**src/rtl/dmem_dual_issue_arb_pkg.sv**
```systemverilog
// Shared types for the dual-issue data-memory arbiter: FSM state encoding and the
// per-lane request bundle.
package dmem_dual_issue_arb_pkg;

    typedef enum logic {
        DMEM_ARB_IDLE   = 1'b0,
        DMEM_ARB_SECOND = 1'b1
    } dmem_arb_state_e;

    localparam int unsigned DMEM_REQ_WD = 70;

    typedef struct packed {
        logic        en;
        logic        wen;
        logic [3:0]  sel;
        logic [31:0] addr;
        logic [31:0] wdata;
    } dmem_req_t;

    // Byte write enables: a load drives no write strobes whatever its byte select.
    function automatic logic [3:0] req_wen(input dmem_req_t r);
        return r.sel & {4{r.wen}};
    endfunction

endpackage

```
**src/rtl/dmem_align_chk.sv**
```systemverilog
// Per-lane misalignment detector: halfword accesses must be 2-byte aligned, word accesses
// 4-byte aligned. Byte accesses never fault.
module dmem_align_chk (
    input  logic [3:0] sel,
    input  logic [1:0] addr,
    output logic       addr_err
);

    logic is_half;
    logic is_word;

    always_comb begin
        is_half  = ($countones(sel) == 2);
        is_word  = (sel == 4'hF);
        addr_err = (is_half & addr[0]) | (is_word & (addr != 2'b00));
    end

endmodule

```
**src/rtl/dmem_dual_issue_arb.sv**
```systemverilog
// Serialises the two issue lanes onto the single data SRAM port. Alignment checking is
// built in only when DMEM_ARB_ALIGN_CHECK_EN is defined.
module dmem_dual_issue_arb
    import dmem_dual_issue_arb_pkg::*;
(
    input  logic        clk,
    input  logic        rst,
    input  logic        flush,
    input  logic        ex_go,
    input  logic        i1_en,
    input  logic        i2_en,
    input  logic        i1_wen,
    input  logic        i2_wen,
    input  logic [3:0]  i1_sel,
    input  logic [3:0]  i2_sel,
    input  logic [31:0] i1_addr,
    input  logic [31:0] i2_addr,
    input  logic [31:0] i1_wdata,
    input  logic [31:0] i2_wdata,
    input  logic        i1_except,
    input  logic [31:0] data_sram_rdata,
    output logic        data_sram_en,
    output logic [3:0]  data_sram_wen,
    output logic [31:0] data_sram_addr,
    output logic [31:0] data_sram_wdata,
    output logic        stallreq,
    output logic [31:0] rdata_i1,
    output logic [31:0] rdata_i2,
    output logic        addr_err_i1,
    output logic        addr_err_i2
);

    dmem_arb_state_e state_r;
    logic            ser_r;
    logic [31:0]     hold_r;

    dmem_req_t req1;
    dmem_req_t req2;
    dmem_req_t issue;
    logic      e1;
    logic      e2;

`ifdef DMEM_ARB_ALIGN_CHECK_EN
    dmem_align_chk u_align_i1 (
        .sel      (i1_sel),
        .addr     (i1_addr[1:0]),
        .addr_err (addr_err_i1)
    );

    dmem_align_chk u_align_i2 (
        .sel      (i2_sel),
        .addr     (i2_addr[1:0]),
        .addr_err (addr_err_i2)
    );
`else
    assign addr_err_i1 = 1'b0;
    assign addr_err_i2 = 1'b0;
`endif

    assign req1 = {i1_en, i1_wen, i1_sel, i1_addr, i1_wdata};
    assign req2 = {i2_en, i2_wen, i2_sel, i2_addr, i2_wdata};

    // A faulting lane 1 kills lane 2 as well so younger ops never touch memory.
    assign e1 = i1_en & ~addr_err_i1;
    assign e2 = i2_en & ~i1_except & ~addr_err_i1 & ~addr_err_i2;

    always_comb begin
        issue    = '0;
        stallreq = 1'b0;
        if (!(rst || flush)) begin
            unique case (state_r)
                DMEM_ARB_IDLE: begin
                    if (ex_go) begin
                        if (e1) begin
                            issue    = req1;
                            issue.en = 1'b1;
                        end else if (e2) begin
                            issue    = req2;
                            issue.en = 1'b1;
                        end
                        stallreq = e1 & e2;
                    end
                end
                DMEM_ARB_SECOND: begin
                    // EX is frozen this cycle, so lane 2's operands are still the pair's.
                    issue    = req2;
                    issue.en = 1'b1;
                end
            endcase
        end
    end

    assign data_sram_en    = issue.en;
    assign data_sram_wen   = req_wen(issue);
    assign data_sram_addr  = issue.addr;
    assign data_sram_wdata = issue.wdata;

    always_ff @(posedge clk) begin
        if (rst || flush) begin
            state_r <= DMEM_ARB_IDLE;
            ser_r   <= 1'b0;
            hold_r  <= '0;
        end else begin
            unique case (state_r)
                DMEM_ARB_IDLE: begin
                    if (ex_go) begin
                        if (e1 && e2) begin
                            state_r <= DMEM_ARB_SECOND;
                        end else begin
                            ser_r <= 1'b0;
                        end
                    end
                end
                DMEM_ARB_SECOND: begin
                    // Park lane 1's word so both lanes reach MEM together.
                    hold_r  <= data_sram_rdata;
                    ser_r   <= 1'b1;
                    state_r <= DMEM_ARB_IDLE;
                end
            endcase
        end
    end

    assign rdata_i1 = ser_r ? hold_r : data_sram_rdata;
    assign rdata_i2 = data_sram_rdata;

endmodule

```
**config.mk**
```make
export PLATFORM = sky130hd
export DESIGN_NAME = dmem_dual_issue_arb
export DESIGN_NICKNAME = d
export VERILOG_FILES = /design/src/rtl/dmem_dual_issue_arb_pkg.sv /design/src/rtl/dmem_align_chk.sv /design/src/rtl/dmem_dual_issue_arb.sv
export SDC_FILE = /design/constraint.sdc
export NUM_CORES = 1
export LEC_CHECK = 0
export BUFFER_PORTS_ARGS = -buffer_cell sky130_fd_sc_hd__buf_4
export CELL_PAD_IN_SITES_DETAIL_PLACEMENT = 0
export CELL_PAD_IN_SITES_GLOBAL_PLACEMENT = 2
export CORE_MARGIN = 2
export CORE_UTILIZATION = 16
export DETAILED_ROUTE_END_ITERATION = 16
export GPL_ROUTABILITY_DRIVEN = 0
export GPL_TIMING_DRIVEN = 0
export PLACE_DENSITY_LB_ADDON = 0.1
export SLEW_MARGIN = 15
export SYNTH_ARGS = -nofsm -noshare
export SYNTH_HDL_FRONTEND = slang
export SYNTH_SLANG_ARGS = --single-unit
```
**constraint.sdc**
```tcl
create_clock -name clk -period 1.5 [get_ports clk]
set_input_delay 0.225 -clock clk [delete_from_list [all_inputs] [get_ports clk]]
set_output_delay 0.225 -clock clk [all_outputs]
set_load 0.005 [all_outputs]
```
==> key figures <==
Critical path
  – Critical Path Sink: data_sram_wen[1]
  – Crit end category: output port
  – Slowest cell delay on critical path: 340 ps
  – CP Launch Type: flop
  – WP data required: 1270 ps
  – CP bufs+invs: 4
  – FF-to-FF setup slack: 140 ps
  – Most frequent CP cell: buf_8
  – CP Data Arrival Time: 1690 ps
  – CP Cell Sequence: buf_8, and3b_2, buf_6, buf_8, nand2_4, a22oi_2, buf_4
  – Kind of cell adding the most delay to the critical path: buffers and inverters
  – WP depth: 7
  – Critical Path Fanout Max: 5
  – Setup Crit Path Kind: reg -> out
  – Worst setup path start: state_r
  – R2R cell count: 5
  – FF-to-FF End: hold_r[23]
  – Critical-path top delay cell: dfxtp_4
  – Reg-to-Reg Start: state_r

STA
  – Period utilization: 128%
  – Total negative slack: -27,570 ps
  – Clk_skew: 3.15 ps
  – Achievable Freq: 0.523 GHz
  – Post-route minimum period: 1910 ps
  – Final Setup Violations: 101
  – Slew @ Worst Pin: 732 ps
  – Final WS setup: -413 ps
  – RSZ-0062 raised after global routing: yes
  – Final Hold Fails: 0
  – Worst slew margin: 51.2%
  – Slew Limit Fails: 0

Layout
  – Most common library cell in the layout ignoring fill and taps: buf_4
  – Final-layout fill cell count: 1,979
  – Seq. cell area: 688 um2
  – Area taken by multi-input logic gates: 0.00224 mm2
  – Nets: 935
  – Most frequent cells in the layout: buf_4, o21ai_0, nand2_1, a21oi_2, buf_6
  – P&R area growth vs syn: 121%
  – Final Util: 35.9%
  – Diode count: 0
  – Share of cells above drive strength 1: 64.6%

Yosys
  – Post-Syn Area: 0.00303 mm2
  – Post-synth EDFFs: 0
  – Ys async rst share: 0%
  – Synthesis Warnings: 0
  – Dominant cells by area after synthesis: dfxtp_1, mux2_2, a21oi_1
  – Sequential share of the synthesized area: 22.5%
  – Post-synth top area share: 22.5%
  – Synth Area in Compound Gates: 23.9%
  – Main synth FF type: dfxtp_1
  – Simple-Gate Fraction of Synth Area: 14.7%
  – Post-synthesis mux area share: 22.5%
  – Count of cell types in the netlist: 22
  – Syn avg cell area: 7.12 um2
  – Post-Synth Adder-Cell Area: 0%
  – Post-synth top area cell: dfxtp_1
  – Post-Synthesis Cells: 426
  – Post-Synth XOR/XNOR Area: 0%
  – Synthesized flop and latch total: 34
  – Largest family of logic cells by synthesized area: compound AO/OA/AOI/OAI gates

Global routing
  – Vias in the first global route: 4,180
  – GRT Overall Usage: 15.2%
  – First-pass GRT wire length: 23,900 um
  – Largest net degree at the start of global routing: 13
  – Total congestion overflow: 0
  – Initial antenna violation count: 0

Run status
  – Violated checks: negative setup slack
  – Status: complete, but fails checks

Placed design
  – Placement Setup Slack: -391 ps
  – DP HPWL: 12,500 um
  – Port buffer count: 310

Detailed routing
  – Via count: 4,186
  – Avg WL per Cell: 16.3 um
  – Routed wire length: 16,200 um
  – First-pass DRT Iterations: 4
  – Post-route ant nets: 0
  – DRC: 0
  – Starting DRT DRC Count: 152
  – Routed vias/inst: 4.22

Clocking
  – CTS Buffer Depth: 2
  – Num CTS Buffers: 5
  – H-tree Lvls: 2
  – TritonCTS clock tree: done
  – CTS clk-pin slew, worst paths: 60 ps
  – Clk Latency, worst-skew pair: 280 ps
  – Root Driver: clkbuf_16
  – Hold-fix buffers, CTS: 0
  – Sink Count: 34

Floorplanning
  – Rows: 50
  – Area of the core: 0.0186 mm2
  – Starting Density: 16.3%
  – Die Y: 142 um
  – Chip Width: 142 um
  – Die area: 0.0201 mm2
  – Ports: 313

Pwr
  – Leak: 2.96 nW
  – Tot Pwr: 0.00340 W
  – Power density over the cells: 508 mW/mm2
  – Peak VDD IR: 0.439 mV

Hold path
  – Worst Hold Class: in -> reg

Job
  – Max_cap viols: 0
[tightest hold or removal path: stages]
cell and delay, ps:
buf_4 90, mux2i_1 60, nor2_1 70
[per-layer routing]
layer  vias up  track usage (%)  wire, um
met2       178             27.2      8180
met4         0             4.47       329
li1       2091                -         -
met5         -                0         0
met3        21             3.75      1300
met1      1896             17.9      6390
[how the worst min path moves through the flow]
stage	start	to	slack [ps]	cells after the start
2_1_floorplan	data_sram_rdata[0]	hold_r[0]	370	2
3_3_place_gp	hold_r[29]	hold_r[29]	470	2
3_5_place_dp	hold_r[28]	hold_r[28]	480	2
4_1_cts	data_sram_rdata[27]	hold_r[27]	190	3
5_1_grt	data_sram_rdata[12]	hold_r[12]	200	3
6_report	data_sram_rdata[16]	hold_r[16]	200	3
[flip-flops by register name (all words and copies together), names as in the netlist]
register,flops
state_r,1
hold_r,32
ser_r,1
[cell usage after synthesis, types with 2 or more instances]
cell	instances
inv_1	2
mux2i_1	32
mux2_2	32
dfxtp_1	34
o21ai_1	5
a22oi_1	4
and3_1	2
o21ai_0	65
nand2_1	68
buf_6	8
buf_4	36
and3b_1	2
clkbuf_1	19
a21oi_1	66
buf_2	12
nor2_1	33
[through the flow]
stage / hold WS (ps) / instance area (um2) / std cells
after floorplan: 372 / 3040 / 427
after global placement: 466 / 5660 / 971
after detailed placement: 478 / 5660 / 971
after CTS: 191 / 6530 / 995
after global routing: 204 / 6700 / 993
final: 198 / 6700 / 993
[where the power goes]
part           internal [W]  leakage (nW)  switching, W
Clock              0.000955        0.0940      0.000430
Sequential         0.000902         0.275    0.00000179
Combinational      0.000704          2.59      0.000409
Total               0.00256          2.96      0.000840
[cell type report]
| cell class | count | area share [%] |
|---|---|---|
| Timing Repair Buffer | 328 | 41.0 |
| Multi-Input combinational cell | 316 | 33.4 |
| Sequential cell | 34 | 10.3 |
| Buffer | 71 | 7.99 |
| Tap cell | 234 | 4.37 |
| Clock buffer | 5 | 1.87 |
| Clock inverter | 3 | 1.03 |
| Inverter | 2 | 0.112 |
[cells by family after synthesis]
logic type,Yosys count
compound gates,141
buf+inv,77
flops,34
mux,64
other cells,1
simple gates,109
[repair_timing]
action	in CTS	in global routing
buffers inserted	13	0
pin swaps	16	6
gates cloned	5	0
gates resized for setup	120	59
setup endpoints to repair	102	115
Note: power is estimated with default switching activity, not from simulation.
